==> config.mk <==
export PLATFORM = sky130hd
export DESIGN_NAME = tempsens_multi_readout
export DESIGN_NICKNAME = d
export VERILOG_FILES = /design/src/rtl/tempsens_multi_readout.sv
export SDC_FILE = /design/constraint.sdc
export NUM_CORES = 1
export LEC_CHECK = 0
export ABC_AREA = 1
export CAP_MARGIN = 15
export CORE_ASPECT_RATIO = 0.5
export CORE_MARGIN = 2
export CORE_UTILIZATION = 57
export CTS_BUF_LIST = sky130_fd_sc_hd__clkbuf_4
export DETAILED_ROUTE_END_ITERATION = 12
export HOLD_SLACK_MARGIN = 0.03
export PLACE_DENSITY_LB_ADDON = 0.2
export SYNTH_ARGS = -nofsm -noshare
export SYNTH_HDL_FRONTEND = slang
export SYNTH_SLANG_ARGS = --single-unit
==> constraint.sdc <==
create_clock -name CLK -period 6 [get_ports CLK]
set_input_delay 1.2 -clock CLK [delete_from_list [all_inputs] [get_ports CLK]]
set_output_delay 1.2 -clock CLK [all_outputs]
set_load 0.1 [all_outputs]
==> src/rtl/tempsens_multi_readout.sv <==
// Multi-channel delay-sensor readout: round-robin precharge/measure, averaging, per-channel bank, 7-seg digit.
// Optional feature macro: TEMPSENS_PWM_EN adds a registered PWM of the selected channel's result.

module tempsens_sync_cell (
    input  logic clk,
    input  logic rst_n,
    input  logic d,
    output logic q
);
    logic meta;

    always_ff @(posedge clk or negedge rst_n) begin
        if (!rst_n) begin
            meta <= 1'b0;
            q    <= 1'b0;
        end else begin
            meta <= d;
            q    <= meta;
        end
    end
endmodule

module tempsens_multi_readout #(
    parameter int NUM_CH        = 4,
    parameter int CNT_W         = 12,
    parameter int PRECHARGE_CYC = 8,
    parameter int AVG_LOG2      = 2,
    localparam int CH_W         = (NUM_CH > 1) ? $clog2(NUM_CH) : 1
) (
    input  logic              CLK,
    input  logic              RESET_N,
    input  logic              EN,
    input  logic [CH_W-1:0]   CH_SEL,
    output logic [NUM_CH-1:0] SENSE_PRECHG,
    input  logic [NUM_CH-1:0] SENSE_DONE,
    output logic [CNT_W-1:0]  RESULT,
    output logic [CH_W-1:0]   RESULT_CH,
    output logic              RESULT_VALID,
    output logic              TIMEOUT,
    output logic [6:0]        LEDDISP,
    output logic              PWM_OUT
);
    localparam int ACC_W = CNT_W + AVG_LOG2;
    localparam int NS_W  = AVG_LOG2 + 1;
    localparam int PC_W  = (PRECHARGE_CYC > 1) ? $clog2(PRECHARGE_CYC) : 1;
    localparam logic [NS_W-1:0] NS_LAST  = NS_W'((1 << AVG_LOG2) - 1);
    localparam logic [PC_W-1:0] PC_LAST  = PC_W'(PRECHARGE_CYC - 1);
    localparam logic [CH_W-1:0] CH_LAST  = CH_W'(NUM_CH - 1);
    localparam logic [CH_W:0]   NUM_CH_V = (CH_W + 1)'(NUM_CH);
    // Without PWM only the displayed top nibble of each result is ever read back.
`ifdef TEMPSENS_PWM_EN
    localparam int BANK_LSB = 0;
`else
    localparam int BANK_LSB = CNT_W - 4;
`endif
    localparam int BANK_W = CNT_W - BANK_LSB;

    typedef enum logic [1:0] {S_IDLE, S_PRECHG, S_MEASURE, S_STORE} state_t;

    typedef struct packed {
        logic [CNT_W-1:0] value;
        logic [CH_W-1:0]  ch;
        logic             timeout;
    } res_t;

    state_t                         state, state_nxt;
    logic [CH_W-1:0]                ch, ch_inc;
    logic [PC_W-1:0]                pre_cnt;
    logic [CNT_W-1:0]               cnt, sample, avg_val;
    logic [ACC_W-1:0]               acc, acc_sum;
    logic [NS_W-1:0]                nsamp;
    logic                           to_flag;
    res_t                           res_q;
    logic                           res_vld;
    logic [NUM_CH-1:0][BANK_W-1:0]  bank;
    logic [NUM_CH-1:0]              done_sync;
    logic                           done_act, cnt_max, pre_last, avg_done;

    for (genvar i = 0; i < NUM_CH; i++) begin : g_sync
        tempsens_sync_cell u_sync (
            .clk   (CLK),
            .rst_n (RESET_N),
            .d     (SENSE_DONE[i]),
            .q     (done_sync[i])
        );
    end

    assign done_act = done_sync[ch];
    assign cnt_max  = &cnt;
    assign pre_last = (pre_cnt == PC_LAST);
    assign acc_sum  = acc + ACC_W'(sample);
    assign avg_val  = acc_sum[ACC_W-1 -: CNT_W];
    assign avg_done = (nsamp == NS_LAST);
    assign ch_inc   = (ch == CH_LAST) ? '0 : ch + 1'b1;

    always_ff @(posedge CLK or negedge RESET_N) begin
        if (!RESET_N) state <= S_IDLE;
        else          state <= state_nxt;
    end

    always_comb begin
        state_nxt = state;
        case (state)
            S_IDLE:    if (EN) state_nxt = S_PRECHG;
            S_PRECHG:  if (!EN) state_nxt = S_IDLE;
                       else if (pre_last) state_nxt = S_MEASURE;
            S_MEASURE: if (!EN) state_nxt = S_IDLE;
                       else if (done_act || cnt_max) state_nxt = S_STORE;
            S_STORE:   state_nxt = EN ? S_PRECHG : S_IDLE;
            default:   state_nxt = S_IDLE;
        endcase
    end

    always_comb begin
        SENSE_PRECHG = '0;
        if (state == S_PRECHG) SENSE_PRECHG[ch] = 1'b1;
    end

    // Any visit to IDLE drops a partial average so the channel restarts from sample 0.
    always_ff @(posedge CLK or negedge RESET_N) begin
        if (!RESET_N) begin
            ch      <= '0;
            pre_cnt <= '0;
            cnt     <= '0;
            sample  <= '0;
            acc     <= '0;
            nsamp   <= '0;
            to_flag <= 1'b0;
            res_q   <= '0;
            res_vld <= 1'b0;
            bank    <= '0;
        end else begin
            res_vld <= 1'b0;
            pre_cnt <= (state == S_PRECHG && state_nxt == S_PRECHG) ? pre_cnt + 1'b1 : '0;
            case (state)
                S_IDLE: begin
                    acc     <= '0;
                    nsamp   <= '0;
                    to_flag <= 1'b0;
                end
                S_PRECHG: cnt <= '0;
                S_MEASURE: begin
                    if (done_act) begin
                        sample <= cnt;
                    end else if (cnt_max) begin
                        sample  <= '1;
                        to_flag <= 1'b1;
                    end else begin
                        cnt <= cnt + 1'b1;
                    end
                end
                S_STORE: begin
                    if (avg_done) begin
                        res_q    <= '{value: avg_val, ch: ch, timeout: to_flag};
                        res_vld  <= 1'b1;
                        bank[ch] <= avg_val[CNT_W-1:BANK_LSB];
                        acc      <= '0;
                        nsamp    <= '0;
                        to_flag  <= 1'b0;
                        ch       <= ch_inc;
                    end else begin
                        acc   <= acc_sum;
                        nsamp <= nsamp + 1'b1;
                    end
                end
                default: ;
            endcase
        end
    end

    assign RESULT       = res_q.value;
    assign RESULT_CH    = res_q.ch;
    assign TIMEOUT      = res_q.timeout;
    assign RESULT_VALID = res_vld;

    function automatic logic [6:0] seg7(input logic [3:0] h);
        case (h)
            4'h0: seg7 = 7'h3F;  4'h1: seg7 = 7'h06;  4'h2: seg7 = 7'h5B;  4'h3: seg7 = 7'h4F;
            4'h4: seg7 = 7'h66;  4'h5: seg7 = 7'h6D;  4'h6: seg7 = 7'h7D;  4'h7: seg7 = 7'h07;
            4'h8: seg7 = 7'h7F;  4'h9: seg7 = 7'h6F;  4'hA: seg7 = 7'h77;  4'hB: seg7 = 7'h7C;
            4'hC: seg7 = 7'h39;  4'hD: seg7 = 7'h5E;  4'hE: seg7 = 7'h79;  default: seg7 = 7'h71;
        endcase
    endfunction

    logic              sel_ok;
    logic [BANK_W-1:0] sel_bank;

    assign sel_ok   = ({1'b0, CH_SEL} < NUM_CH_V);
    assign sel_bank = sel_ok ? bank[CH_SEL] : '0;
    assign LEDDISP  = sel_ok ? seg7(sel_bank[BANK_W-1 -: 4]) : 7'h00;

`ifdef TEMPSENS_PWM_EN
    logic [CNT_W-1:0] pwm_cnt;
    logic             pwm_q;

    always_ff @(posedge CLK or negedge RESET_N) begin
        if (!RESET_N) begin
            pwm_cnt <= '0;
            pwm_q   <= 1'b0;
        end else begin
            pwm_cnt <= pwm_cnt + 1'b1;
            pwm_q   <= (pwm_cnt < sel_bank);
        end
    end

    assign PWM_OUT = pwm_q;
`else
    assign PWM_OUT = 1'b0;
`endif
endmodule

After elaboration in Yosys (flattened, before gate mapping)
Memories as Yosys holds them, arrays and structs flattened.
Cells that the tools add are included.
Storage, ports and cells
  bits in read-only memories: 112
  flip-flop bits (word level): 89
  word-level logic and storage cells: 91
  memories: 1
  output and inout port bits: 28
  input port bits: 9
Memory list
  (name not given): words 16, width 7, read ports 1, clocked after Yosys merged registers in 0, write ports 0, line 177  | case (h)
Cells by class
  add/subtract/negate cells: 5
  multiplexer cells: 34
  equality and inequality tests: 11
  magnitude comparators: 3
  reductions and logical operators: 13
Operators by type and width (number)
  $mux W12: 4
  $pmux W14 S2: 1
  $pmux W12 S2: 1
  $bwmux W16: 1
  $add A14 B12 Y14: 1
  $mux W14: 1
  $add A12 B1 Y12 const B: 1
  $mux W2: 6
  $mux W4: 3
  $reduce_and A12 Y1: 1
  $bmux W4 S2: 1
  $demux W4 S2: 1
  $mux W1: 8
  $ne A2 B2 Y1 const B: 4
  $pmux W2 S4: 1
  $add A3 B1 Y3 const B: 2
  $eq A2 B2 Y1 const B: 3
  $lt A2 B3 Y1 const B: 2
  $mux W3: 2
  $pmux W3 S2: 1
  $reduce_bool A2 Y1: 3
  $eq A2 B1 Y1 const B: 2
  $reduce_and A2 Y1: 2
  $reduce_and A4 Y1: 1
  12 further kinds: 13

Longest topological paths before layout
Gate-level depths: netlist of run 1.
  depth after elaboration: 9
  mapped depth: 11
  depth with buffers taken out: 11

By module
Synthesis of run 1 repeated with hierarchy kept, for this count alone.
Unflattened totals
  cell total of the unflattened synthesis: 617
  area, all modules: 4966.0 um^2
By module, submodules not included
  tempsens_multi_readout: area an instance 4765.8 um^2, times used 1, cells each 609, seq. area each 2026.9 um^2
  tempsens_sync_cell: area an instance 50.0 um^2, times used 4, cells each 2, seq. area each 50.0 um^2

Least setup slack after synthesis of run 1
No wires, ideal clock.
  kind: input port to output port
  from: input CH_SEL[0]
  to: output LEDDISP[0]
  path buffers: 1
  setup slack: 0.421 ns
  arrival: 4.379 ns
  data required time: 4.800 ns
  stages: 9
  path through: buf_6 -> inv_4 -> nand2_1 -> a32oi_1 -> inv_1 -> ha_1 -> inv_1 -> o21ai_0 -> o21ai_0
On the way
  word-level cells in the longest chain between the ends: 3
RTL lines
  from (decl): line 33  | input logic [CH_W-1:0] CH_SEL,
  $bmux W4 S2: line 189  | assign sel_bank = sel_ok ? bank[CH_SEL] : '0;
  $mux W4 (not written as such): line 189
  $mem_v2 Z16 W7
  to (decl): line 40  | output logic [6:0] LEDDISP,
Every way passes these cells. The select of a mux whose other input is x is not followed.

Worst setup path in the final report of run 1
Same ends and word-level chain as after synthesis.

==> results of run 1 <==
## Yosys cell counts (all sizes together)
master	number	area (µm²)
buf	9	76.3
a22o	3	26.3
nand4	8	65.1
a32oi	2	17.5
nor2	46	218
conb	1	3.75
xor2	9	78.8
o21a	4	30.0
inv	74	283
nand3b	2	15.0
o211ai	1	7.51
o21bai	1	7.51
ha	31	388
a31oi	2	12.5
xnor2	2	17.5
nand3	61	328
dfrtp	89	2230
clkbuf	4	15.0
o21ai	33	191
nor3	10	50.1
nand2	194	751
a211oi	1	7.51
and3	1	6.26
a21boi	1	7.51
o22ai	1	6.26
fa	1	20.0
a21oi	27	135
## critical path, stage by stage
cell and delay, ps:
sky130_fd_sc_hd__clkdlybuf4s50_1 690, sky130_fd_sc_hd__nand2_1 90, sky130_fd_sc_hd__a32oi_1 430, sky130_fd_sc_hd__inv_1 170
sky130_fd_sc_hd__ha_1 240, sky130_fd_sc_hd__inv_1 60, sky130_fd_sc_hd__o21ai_0 100, sky130_fd_sc_hd__o21ai_0 170
sky130_fd_sc_hd__buf_4 310
## through the flow
step	worst slack, ps	total power (µW)	util (%)	cell area (µm²)	instances
6_report	1340	1170	63.8	5500	774
2_1_floorplan	421	823	-	4990	618
5_1_grt	1190	1220	63.8	5500	774
4_1_cts	1340	1170	63.8	5500	774
3_3_place_gp	1420	873	62.5	5380	758
3_5_place_dp	1350	878	62.5	5380	758
## placed cells by master (no fill, tap or decap), types with 2 or more instances in the layout
master	synthesis	final
sky130_fd_sc_hd__o21ai_0	21	21
sky130_fd_sc_hd__o21a_1	4	4
sky130_fd_sc_hd__nand3_2	2	2
sky130_fd_sc_hd__o21ai_2	7	7
sky130_fd_sc_hd__nand2_1	187	187
sky130_fd_sc_hd__a31oi_1	2	2
sky130_fd_sc_hd__ha_1	31	31
sky130_fd_sc_hd__inv_1	69	69
sky130_fd_sc_hd__dfrtp_1	89	89
sky130_fd_sc_hd__buf_4	1	9
sky130_fd_sc_hd__nor2_1	41	41
sky130_fd_sc_hd__nor3_1	10	10
sky130_fd_sc_hd__clkinvlp_4	0	2
sky130_fd_sc_hd__nor2_2	2	2
sky130_fd_sc_hd__xnor2_1	2	2
sky130_fd_sc_hd__a21oi_1	27	27
sky130_fd_sc_hd__inv_6	0	2
sky130_fd_sc_hd__nand3b_1	2	2
sky130_fd_sc_hd__nor2_8	2	2
sky130_fd_sc_hd__xor2_1	9	9
sky130_fd_sc_hd__inv_2	3	3
sky130_fd_sc_hd__clkdlybuf4s50_1	0	27
sky130_fd_sc_hd__nand4_1	7	7
sky130_fd_sc_hd__a32oi_1	2	2
sky130_fd_sc_hd__o21ai_1	5	5
sky130_fd_sc_hd__nand3_1	58	58
sky130_fd_sc_hd__a22o_1	3	3
sky130_fd_sc_hd__nand2_2	6	6
sky130_fd_sc_hd__inv_4	2	2
sky130_fd_sc_hd__clkbuf_4	0	10
## flip-flops by register name, indices dropped and copies added, names as in the netlist, 3 cells and up
| signal | flops |
|---|---|
| g_sync.u_sync.q | 4 |
| bank | 16 |
| pre_cnt | 3 |
| g_sync.u_sync.meta | 4 |
| acc | 14 |
| cnt | 12 |
| RESULT | 12 |
| nsamp | 3 |
| sample | 12 |
## area by class of cell
cell class | count | area [µm²] | share of cell area, %
repair buffers | 36 | 338 | 6.14
inverters | 74 | 283 | 5.14
multi-input cells | 442 | 2390 | 43.4
well taps | 117 | 146 | 2.66
clock inverters | 6 | 41.3 | 0.751
clock buffers | 10 | 75.1 | 1.36
flip-flops and latches | 89 | 2230 | 40.5
## metal layers
layer / up-vias / global-route usage [%] / wire [µm]
met5: - / 0 / 0
met4: 0 / 5.79 / 126
met3: 18 / 5.16 / 509
li1: 2059 / - / -
met2: 85 / 39.6 / 4890
met1: 1966 / 35.3 / 5280
## path summary, 6_finish.rpt
check | start | end | slack (ps) | depth (start not counted)
max in group asynchronous | RESET_N | bank[13]$_DFFE_PN0P_ | 4340 | 2
setup / recovery | CH_SEL[0] | LEDDISP[0] | 1340 | 9
setup reg to reg | state[1]$_DFF_PN0_ | acc[4]$_DFFE_PN0P_ | 3470 | 5
hold / removal | g_sync[2].u_sync.meta$_DFF_PN0_ | g_sync[2].u_sync.q$_DFF_PN0_ | 360 | 0
min in group asynchronous | RESET_N | cnt[9]$_DFFE_PN0P_ | 800 | 1
hold reg to reg | g_sync[2].u_sync.meta$_DFF_PN0_ | g_sync[2].u_sync.q$_DFF_PN0_ | 360 | 0
## power groups by stage
stage	registers (µW)	clock network, µW	logic, µW
floorplan	627	0	197
global placement	628	0	245
detailed placement	628	0	250
CTS	616	308	251
global route	619	330	274
finish	616	302	249
## cells by family (layout without fill, tap and decap cells)
group                    count (synthesis)  count (layout)
adder cells (fa/ha/maj)                 32              32
XOR/XNOR                                11              11
flip-flops                              89              89
AO/OA/AOI/OAI                           76              76
buffers and inverters                   87             126
AND/OR/NAND/NOR                        322             322
other                                    1               1
==> flow_summary.yaml, run 1 <==
status:
  status: "finished clean"
logic_synthesis:
  synth_top_family_by_area: "simple AND/OR/NAND/NOR gates"
  ys_seq_elements: 89
  synth_compound_area_share_pct: 9.00
  netlist_area_um2: 4990
  simple_gate_portion_of_the_synthesized_area_pct: 28.7
  synthXorXnorAreaFrac_pct: 1.93
  syn-mean-instance-area_um2: 8.08
  yosys_warnings: 0
  synthesis.nets: 659
  post_synth_num_cell_types: 42
  yosysSeqAreaShare_pct: 44.6
  synth-adder-area-share_pct: 8.17
  synthCells: 618
  post_synth_mux_area_share_pct: 0
global_routing:
  gr-total-overflow: 0
  first_global_vias: 3896
  grt.total_usage_pct: 24.9
  grt_max_degree: 64
  wire_length_of_the_first_global_routing_pass_um: 18700
  grt_antenna_before_repair: 0
timing:
  worst-slew-pin-transition_ps: 1020
  final_count_of_hold_timing_violations: 0
  timing.final.setup_violations: 0
  rsz_0062_raised_after_global_routing: "false"
  post-route-min-period_ps: 4660
  drv_slew: 0
  crit_share_post_route_pct: 77.7
  smallest_hold_slack_ps: 358
  timing.slew.headroom_pct: 31.6
  max_freq_ghz: 0.214
  tns_ps: 0
  timing.clock.skew_ps: 17.1
clock_network:
  path_clk_slew_ps: 150
  clock_insertion_delay_worst_skew_ps: 450
  cts-resized-gates: 0
  cts.hold.buffers_added: 0
  cts_tree: "built"
  clk_root_buffer_cell: "sky130_fd_sc_hd__clkbuf_4"
  clk_path_buf_depth: 2
  cts.repair_timing.setup_buffer_count: 0
  numCtsBuffers: 9
  clock-sinks: 89
  h-tree-depth: 3
floorplan:
  io-pin-count: 37
  chipHeight_um: 70.2
  coreArea_um2: 8620
  fp.dieArea_um2: 9570
  start_util_pct: 57.9
  rows: 24
  die_width_um: 136
worst_setup_path:
  worstPathRequired_ps: 4800
  startpoint_type: "input pin"
  critPathMaxFanout: 9
  crit_path_end_kind: "primary output"
  worst-setup-path-type: "in2out"
  worst_ep_arrival_time_ps: 3460
power_and_ir_drop:
  power_frac_comb_pct: 21.3
  sequential_share_of_power_pct: 52.8
  power.internal_uw: 758
  switching_share_pct: 35.1
  clock_power_share_pct: 25.9
  cellLeakagePower_uw: 0.00285
  power.density_nw_per_um2: 212
  net_switching_uw: 409
  ir_drop_mv: 0.110
routing:
  num_vias: 4128
  initialDrtViolationCount: 286
  first_pass_iters: 5
  finalWirelength_um: 10800
  post_drt_via_cell_ratio: 5.33
  routedWlPerCell_um: 14.0
  drt_drc_violations_left: 0
  drt.antenna.violating_nets: 0
final_layout:
  antenna-diode-count: 0
  num-fill-cells: 787
  area_growth_syn_to_layout_pct: 10.2
  net_count_reported_at_finish: 693
  drive_above_1_share_pct: 7.91
job:
  max-cap-violations: 0
placed_design:
  detailed_place_hpwl_um: 8200
  gp_routability_congestion: 0.916
  place.port_buffers: 35
min_path:
  hold_class: "reg2reg"
(Power assumes the default switching activity.)
==> run 2, diff against run 1 <==
--- a/config.mk
+++ b/config.mk
@@ -9,7 +9,7 @@
 export CAP_MARGIN = 15
 export CORE_ASPECT_RATIO = 0.5
 export CORE_MARGIN = 2
-export CORE_UTILIZATION = 57
+export CORE_UTILIZATION = 55
 export CTS_BUF_LIST = sky130_fd_sc_hd__clkbuf_4
 export DETAILED_ROUTE_END_ITERATION = 12
 export HOLD_SLACK_MARGIN = 0.03
==> constraint.sdc (replaced) <==
create_clock -name CLK -period 4.2 [get_ports CLK]
set_input_delay 0.84 -clock CLK [delete_from_list [all_inputs] [get_ports CLK]]
set_output_delay 0.84 -clock CLK [all_outputs]
set_load 0.1 [all_outputs]
==> flow_summary.yaml, run 2 (same netlist as run 1, synthesis figures left out) <==
final_layout:
  largest_registers: "bank: 16 flops, acc: 14 flops"
  drive_above_1_share_pct: 8.07
  max_reg_flops: 16
  area_growth_syn_to_layout_pct: 12.6
  largest-register: "bank"
  leading_cell_types_in_the_layout_fill_and_taps_excluded: "sky130_fd_sc_hd__nand2_1 (187), sky130_fd_sc_hd__dfrtp_1 (89), sky130_fd_sc_hd__inv_1 (69)"
  layout.cells.non_filler: 774
  mostFrequentLayoutCell: "sky130_fd_sc_hd__nand2_1"
  net_count_reported_at_finish: 694
  antenna-diode-count: 0
min_path:
  holdCritStartpoint: "g_sync[1].u_sync.meta$_DFF_PN0_"
  timing.hold.worst_path_depth: 0
  hold_class: "reg2reg"
  min_to: "g_sync[1].u_sync.q$_DFF_PN0_"
clock_network:
  h-tree-depth: 3
  numCtsBuffers: 9
  clock_insertion_delay_worst_skew_ps: 450
  clk_root_buffer_cell: "sky130_fd_sc_hd__clkbuf_4"
  clock-sinks: 89
  cts-resized-gates: 0
  clk_path_buf_depth: 2
  cts_tree: "built"
  cts.hold.buffers_added: 0
  cts.repair_timing.setup_buffer_count: 0
  path_clk_slew_ps: 130
timing:
  post-route-min-period_ps: 3870
  crit_share_post_route_pct: 92.1
  max_freq_ghz: 0.258
  smallest_hold_slack_ps: 365
  post-route-worst-setup-slack_ps: 332
  timing.slew.headroom_pct: 34.2
  timing.clock.skew_ps: 21.7
  worst-slew-pin-transition_ps: 984
  rsz_0062_raised_after_global_routing: "false"
  drv_slew: 0
  timing.final.setup_violations: 0
  tns_ps: 0
  final_count_of_hold_timing_violations: 0
routing:
  initialDrtViolationCount: 255
  drt.antenna.violating_nets: 0
  post_drt_via_cell_ratio: 5.27
  drt_drc_violations_left: 0
  routedWlPerCell_um: 13.6
  first_pass_iters: 7
  finalWirelength_um: 10500
  num_vias: 4082
worst_setup_path:
  critical_path.reg2reg.startpoint: "nsamp[0]$_DFFE_PN0P_"
  startpoint: "CH_SEL[0]"
  reg2reg_depth: 10
  crit_path_end_kind: "primary output"
  critPathMaxFanout: 9
  r2r_slack_ps: 1830
  worstPathRequired_ps: 3360
  r2r_end: "bank[12]$_DFFE_PN0P_"
  startpoint_type: "input pin"
  worst-setup-path-type: "in2out"
  worst_ep_arrival_time_ps: 3030
placed_design:
  detailed_place_hpwl_um: 7880
  dp.cells: 759
  gp_routability_congestion: 0.914
  preCtsSetupSlack_ps: 251
  place.port_buffers: 35
floorplan:
  rows: 24
  start_util_pct: 56.9
  fp.dieArea_um2: 9900
  die_width_um: 139
  io-pin-count: 37
  chipHeight_um: 71.4
  coreArea_um2: 8770
power_and_ir_drop:
  ir_drop_mv: 0.166
  power.density_nw_per_um2: 307
  cellLeakagePower_uw: 0.00290
global_routing:
  grt_max_degree: 66
  first_global_vias: 3745
  gr-total-overflow: 0
  grt_antenna_before_repair: 0
  wire_length_of_the_first_global_routing_pass_um: 17900
  grt.total_usage_pct: 22.8
job:
  max-cap-violations: 0
status:
  status: "finished clean"
-- run 2: how the worst max path moves through the flow --
stage,to,cells past startpoint
after floorplan,LEDDISP[0],9
after global placement,LEDDISP[0],9
after detailed placement,LEDDISP[0],9
after CTS,LEDDISP[0],9
after global routing,LEDDISP[3],10
final,LEDDISP[3],10
-- run 2: through the flow --
| stage | total power [µW] | area, µm² | util, % |
|---|---|---|---|
| 3_5_place_dp | 1280 | 5490 | 62.6 |
| 4_1_cts | 1740 | 5610 | 64.0 |
| 2_1_floorplan | 1180 | 5000 | - |
| 5_1_grt | 1810 | 5620 | 64.1 |
| 6_report | 1730 | 5620 | 64.1 |
| 3_3_place_gp | 1270 | 5490 | 62.6 |
-- run 2: power by group --
| group | switching, µW | total [µW] | leakage [µW] | internal (µW) |
|---|---|---|---|---|
| Clock | 291 | 466 | 0.0000708 | 176 |
| Sequential | 9.31 | 881 | 0.00122 | 871 |
| Combinational | 279 | 381 | 0.00161 | 102 |
-- run 2: critical path, stage by stage --
cell	delay [ps]
sky130_fd_sc_hd__clkdlybuf4s50_1	590
sky130_fd_sc_hd__inv_4	160
sky130_fd_sc_hd__nand2_1	60
sky130_fd_sc_hd__a32oi_1	340
sky130_fd_sc_hd__inv_1	190
sky130_fd_sc_hd__ha_1	340
sky130_fd_sc_hd__nand2_1	70
sky130_fd_sc_hd__nand2_1	60
sky130_fd_sc_hd__o21a_1	200
sky130_fd_sc_hd__buf_12	170
-- run 2: cell type report --
type                            count  area [µm²]
Tap cell                          117         146
Fill cell                         786        3150
Multi-Input combinational cell    442        2400
Inverter                           74         283
Timing Repair Buffer               37         433
Clock inverter                      6        60.1
Clock buffer                        9        67.6
Sequential cell                    89        2230
-- run 2: metal layers --
layer  GRT usage (%)  wire (µm)  vias to the layer above
li1                -          -                     2059
met2            35.8       4530                      114
met5               0          0                        -
met4            7.63        142                        0
met1            32.1       5220                     1896
met3            4.88        616                       13
